<file path="config.mk">
export PLATFORM = sky130hd
export DESIGN_NAME = output_cdf_table_writer
export DESIGN_NICKNAME = d
export VERILOG_FILES = /design/src/rtl/output_cdf_table_writer.sv
export SDC_FILE = /design/constraint.sdc
export NUM_CORES = 1
export LEC_CHECK = 0
export ABC_AREA = 1
export CAP_MARGIN = 40
export CORE_AREA = 2 2 139 127
export DETAILED_ROUTE_END_ITERATION = 8
export DIE_AREA = 0 0 141 129
export GPL_ROUTABILITY_DRIVEN = 0
export MAX_ROUTING_LAYER = met4
export PLACE_DENSITY_LB_ADDON = 0.1
export SETUP_SLACK_MARGIN = 0.2
export SLEW_MARGIN = 20
export SYNTH_ARGS = -nofsm -noshare
export SYNTH_HDL_FRONTEND = slang
export SYNTH_SLANG_ARGS = --single-unit
</file>
<file path="constraint.sdc">
create_clock -name clock -period 2.2 [get_ports clock]
set_input_delay 0.44 -clock clock [delete_from_list [all_inputs] [get_ports clock]]
set_output_delay 0.44 -clock clock [all_outputs]
set_load 0.1 [all_outputs]
</file>
<file path="src/rtl/output_cdf_table_writer.sv">
// Streams histogram counts from memory, accumulates a saturating prefix sum and writes
// each CDF entry back to memory, reporting the first non-zero CDF value and overflow.
module output_cdf_table_writer #(
    parameter int              NUM_BINS  = 256,
    parameter int              CNT_W     = 20,
    parameter int              BUS_W     = 128,
    parameter int              ADDR_W    = 16,
    parameter logic [ADDR_W-1:0] HIST_BASE = 16'h0100,
    parameter logic [ADDR_W-1:0] CDF_BASE  = 16'h0000
) (
    input  logic              clock,
    input  logic              reset_n,
    input  logic              StartIn,
    output logic              Busy,
    output logic              DoneOut,
    output logic [ADDR_W-1:0] HistReadAddress,
    input  logic [BUS_W-1:0]  HistReadBus,
    output logic [ADDR_W-1:0] WriteAddress,
    output logic [BUS_W-1:0]  WriteBus,
    output logic              WriteEnable,
    output logic [CNT_W-1:0]  CdfMin,
    output logic              Overflow
);
    localparam int IDX_W = $clog2(NUM_BINS);

    localparam logic [1:0] S_IDLE  = 2'd0;
    localparam logic [1:0] S_READ  = 2'd1;
    localparam logic [1:0] S_DRAIN = 2'd2;
    localparam logic [1:0] S_DONE  = 2'd3;

    logic [1:0]        state_q, state_d;
    logic [IDX_W-1:0]  rd_idx_q;
    logic              rd_valid_q;
    logic [IDX_W-1:0]  rd_bin_q;
    logic [CNT_W-1:0]  acc_q, acc_d;
    logic              we_q;
    logic [ADDR_W-1:0] waddr_q;
    logic [BUS_W-1:0]  wbus_q;
    logic              done_q;
    logic [CNT_W-1:0]  cdfmin_q;
    logic              min_found_q;
    logic              ovf_q;
    logic [CNT_W:0]    sum;
    logic              sat;
    logic              start_ok;
    logic              last_idx;
    logic              unused_hist_hi;

    // The DoneOut cycle is already IDLE, so a start there must be masked explicitly.
    assign start_ok = StartIn && (state_q == S_IDLE) && !done_q;
    assign last_idx = (rd_idx_q == IDX_W'(NUM_BINS - 1));

    assign sum   = {1'b0, acc_q} + {1'b0, HistReadBus[CNT_W-1:0]};
    assign sat   = sum[CNT_W];
    assign acc_d = sat ? {CNT_W{1'b1}} : sum[CNT_W-1:0];

    assign unused_hist_hi = ^HistReadBus[BUS_W-1:CNT_W];

    always_comb begin
        state_d = state_q;
        case (state_q)
            S_IDLE:  if (start_ok) state_d = S_READ;
            S_READ:  if (last_idx) state_d = S_DRAIN;
            S_DRAIN: state_d = S_DONE;
            S_DONE:  state_d = S_IDLE;
            default: state_d = S_IDLE;
        endcase
    end

    always_ff @(posedge clock or negedge reset_n) begin
        if (!reset_n) begin
            state_q     <= S_IDLE;
            rd_idx_q    <= '0;
            rd_valid_q  <= 1'b0;
            rd_bin_q    <= '0;
            acc_q       <= '0;
            we_q        <= 1'b0;
            waddr_q     <= '0;
            wbus_q      <= '0;
            done_q      <= 1'b0;
            cdfmin_q    <= '0;
            min_found_q <= 1'b0;
            ovf_q       <= 1'b0;
        end else begin
            state_q    <= state_d;
            we_q       <= 1'b0;
            done_q     <= (state_q == S_DONE);
            rd_valid_q <= (state_q == S_READ);
            rd_bin_q   <= rd_idx_q;

            if (state_q == S_READ) rd_idx_q <= rd_idx_q + 1'b1;

            if (start_ok) begin
                rd_idx_q    <= '0;
                acc_q       <= '0;
                cdfmin_q    <= '0;
                min_found_q <= 1'b0;
                ovf_q       <= 1'b0;
            end

            // Read data for rd_bin_q is on the bus this cycle.
            if (rd_valid_q) begin
                acc_q   <= acc_d;
                we_q    <= 1'b1;
                waddr_q <= CDF_BASE + ADDR_W'(rd_bin_q);
                wbus_q  <= BUS_W'(acc_d);
                if (sat) ovf_q <= 1'b1;
                if (!min_found_q && (acc_d != '0)) begin
                    cdfmin_q    <= acc_d;
                    min_found_q <= 1'b1;
                end
            end
        end
    end

    assign HistReadAddress = (state_q == S_READ) ? HIST_BASE + ADDR_W'(rd_idx_q) : HIST_BASE;
    assign Busy            = (state_q != S_IDLE);
    assign DoneOut         = done_q;
    assign WriteEnable     = we_q;
    assign WriteAddress    = waddr_q;
    assign WriteBus        = wbus_q;
    assign CdfMin          = cdfmin_q;
    assign Overflow        = ovf_q;

endmodule
</file>
==> results.py <==
metrics = {
    "final_layout": {
        "final_cell_mix": "nand2_1 (209), buf_4 (139), conb_1 (124)",
        "layout_commonest_cell": "nand2_1",
        "drive_gt1_share_pct": 35.2,
        "area_growth_pct": 46.6,
        "diodes": 0,
        "final_util_pct": 53.4,
        "layout.nets": 1201,
    },
    "hold_path": {
        "hold_path.class": "input port to asynchronous set/reset pin",
    },
    "die": {
        "die_x_um": 141,
        "die-area_um2": 18200,
        "std_cell_rows": 45,
        "core_um2": 16700,
        "start_util_pct": 36.4,
        "die_y_um": 129,
        "io_pins": 315,
    },
    "synth": {
        "syn_inst": 855,
        "synth_seq_cells": 91,
        "synth_fa_ha_area_share_pct": 5.67,
        "syn_area_um2": 6090,
        "yosys.area_share.simple_pct": 30.6,
        "yosysWarningCount": 0,
        "synth-xor-area-share_pct": 0.288,
        "syn_area_per_cell_um2": 7.13,
        "synth_compound_area_share_pct": 3.18,
        "synthMuxAreaShare_pct": 0,
        "ys_seq_area_share_pct": 37.4,
        "synth_top_family_by_area": "simple AND/OR/NAND/NOR gates",
        "synth_cell_type_count": 31,
    },
    "route": {
        "wl_per_cell_um": 13.5,
        "vias": 5487,
        "drtIter0Drc": 205,
        "drc_errors": 0,
        "ant_nets": 0,
        "firstDrtPassIters": 4,
        "vias_per_cell": 4.36,
        "wl_um": 16900,
    },
    "setup_path": {
        "worstPathCellList": "clkdlybuf4s50_1 > ha_4 > buf_4 > nand3_1 > nand2_1 > nand2_1 > nand2_1 > nand2_1 > nand3_1 > nand2_1 > nor2_1 > nand3_2 > nor2_4 > nand2_4 > nand2_8 > buf_12 > nand2_1 > nand2_1",
        "end_kind": "register",
        "worstPathMaxFanout": 8,
        "critPathLaunchType": "input port",
        "required_ns": 2.49,
        "crit_top_cell": "nand2_1",
        "timing_worst_setup_path_type": "input port to register",
        "arrival_ns": 2.97,
        "cp_slowest_stage_delay_ns": 0.46,
        "crit_path_top_delay_cell": "clkdlybuf4s50_1",
    },
    "sta": {
        "rsz0062_at_grt": "yes",
        "max_freq_ghz": 0.372,
        "worst_pin_slew_ns": 0.618,
        "setup_ws_ns": -0.489,
        "period_needed_ns": 2.69,
        "finalHoldViolCount": 0,
        "setup_viol": 53,
        "skew_ns": 0.00668,
        "finalCritPeriodShare_pct": 122,
        "slew_violations": 0,
        "slew_headroom_pct": 58.8,
    },
    "global_route": {
        "overflow": 0,
        "grt_usage_pct": 19.5,
        "antenna_found_initial": 0,
        "grt_pass1_vias": 5111,
        "grt_pass1_wl_um": 26800,
        "grt_max_degree": 50,
    },
    "outcome": {
        "violations": "setup timing",
        "status": "finished, violations left",
    },
    "cts": {
        "cts_sinks": 91,
        "cts_made_buffers": 9,
        "ctsHtreeMaxLevel": 3,
        "path_clk_slew_ns": 0.06,
        "root_buffer": "clkbuf_16",
        "postCtsHoldBufs": 0,
        "clk_latency_ns": 0.35,
        "tritoncts": "yes",
        "cts_max_path_buffers": 2,
    },
    "job": {
        "maxCapViolCount": 0,
    },
    "placement": {
        "hpwl_um": 12100,
        "numPortBuffers": 82,
    },
}
[final timing paths]
| check | cells past startpoint | to | startpoint | slack [ns] |
|---|---|---|---|---|
| worst min register to register | 0 | rd_bin_q[5] | rd_idx_q[5] | 0.43 |
| max in group asynchronous | 2 | acc_q[6] | reset_n | 1.60 |
| min in group clock | 0 | rd_bin_q[5] | rd_idx_q[5] | 0.43 |
| worst min-delay path | 1 | WriteAddress[3] | reset_n | 0.03 |
| worst max register to register | 17 | CdfMin[7] | acc_q[0] | -0.46 |
| worst max-delay path | 18 | CdfMin[7] | HistReadBus[2] | -0.49 |
[Yosys cell counts (all sizes together)]
master / instances / share of area (%)
nand2: 296 / 18
a21oi: 24 / 2.0
ha: 26 / 5.3
dfrtp: 91 / 37
nor2: 69 / 4.4
clkinv: 2 / 0.12
o21ai: 6 / 0.49
and2: 1 / 0.10
conb: 2 / 0.12
nand3: 76 / 6.2
xnor2: 2 / 0.29
or2: 1 / 0.10
nand3b: 1 / 0.12
nor4: 1 / 0.10
nor3: 4 / 0.33
inv: 94 / 5.8
buf: 129 / 16
fa: 1 / 0.33
o21bai: 5 / 0.62
a31oi: 1 / 0.10
nor3b: 2 / 0.33
clkbuf: 15 / 0.92
and3: 1 / 0.10
nand4: 5 / 0.51
[metal layers]
layer | global-route usage (%) | share of wire (%) | wire length, um
met1 | 26.3 | 47 | 7980
met5 | - | 0 | 0
met4 | 4.35 | 1.1 | 191
met3 | 3.94 | 4.5 | 760
met2 | 30.6 | 47 | 8010
[area by class of cell]
class                           instances  area [um^2]
Multi-Input combinational cell        647         3840
Clock buffer                           12          256
Clock inverter                          4         72.6
Timing Repair Buffer                  198         1840
Sequential cell                        91         2280
Fill cell                            1598         7790
Tap cell                              211          264
Inverter                               96          384
[through the flow]
step	std cells	instance area, um^2	setup TNS [ns]	hold slack (ns)	worst slack [ns]
after floorplan	977	6620	-4.43	0.144	-0.220
after global placement	1215	7340	-42.71	0.413	-0.930
after detailed placement	1215	7340	-43.08	0.417	-0.951
after CTS	1247	8430	-10.26	0.0352	-0.478
after global routing	1259	8930	-19.72	0.0510	-0.646
final	1259	8930	-12.73	0.0337	-0.489
[repair_timing]
item	in CTS	in global routing
endpoints found under the setup margin	70	70
resized for setup	159	107
pin swaps	37	28
gates cloned	3	1
buffers inserted	13	11
[worst max-delay path, delay by kind of cell]
kind | cells | cell delay [ns]
and+or+nand+nor | 14 | 1.48
adders and majority gates | 1 | 0.34
buffers and inverters | 3 | 0.73
[cell families after synthesis]
| family | after synthesis |
|---|---|
| and+or+nand+nor | 457 |
| buffers and inverters | 240 |
| adders and majority gates | 27 |
| AOI/OAI and AO/OA | 36 |
| other | 2 |
| DFF | 91 |
| xor gates and xnor gates | 2 |
[state kept, by name, indices dropped and copies added (netlist names)]
register and flops:
Overflow 1, acc_q 20, DoneOut 1, CdfMin 20, state_q 2, WriteBus 20
WriteAddress 8, rd_bin_q 8, rd_valid_q 1, WriteEnable 1, rd_idx_q 8, min_found_q 1
Power is left out: the tool's default activity adds up to more than one toggle a clock period on the data nets, which glitch-free logic cannot reach.
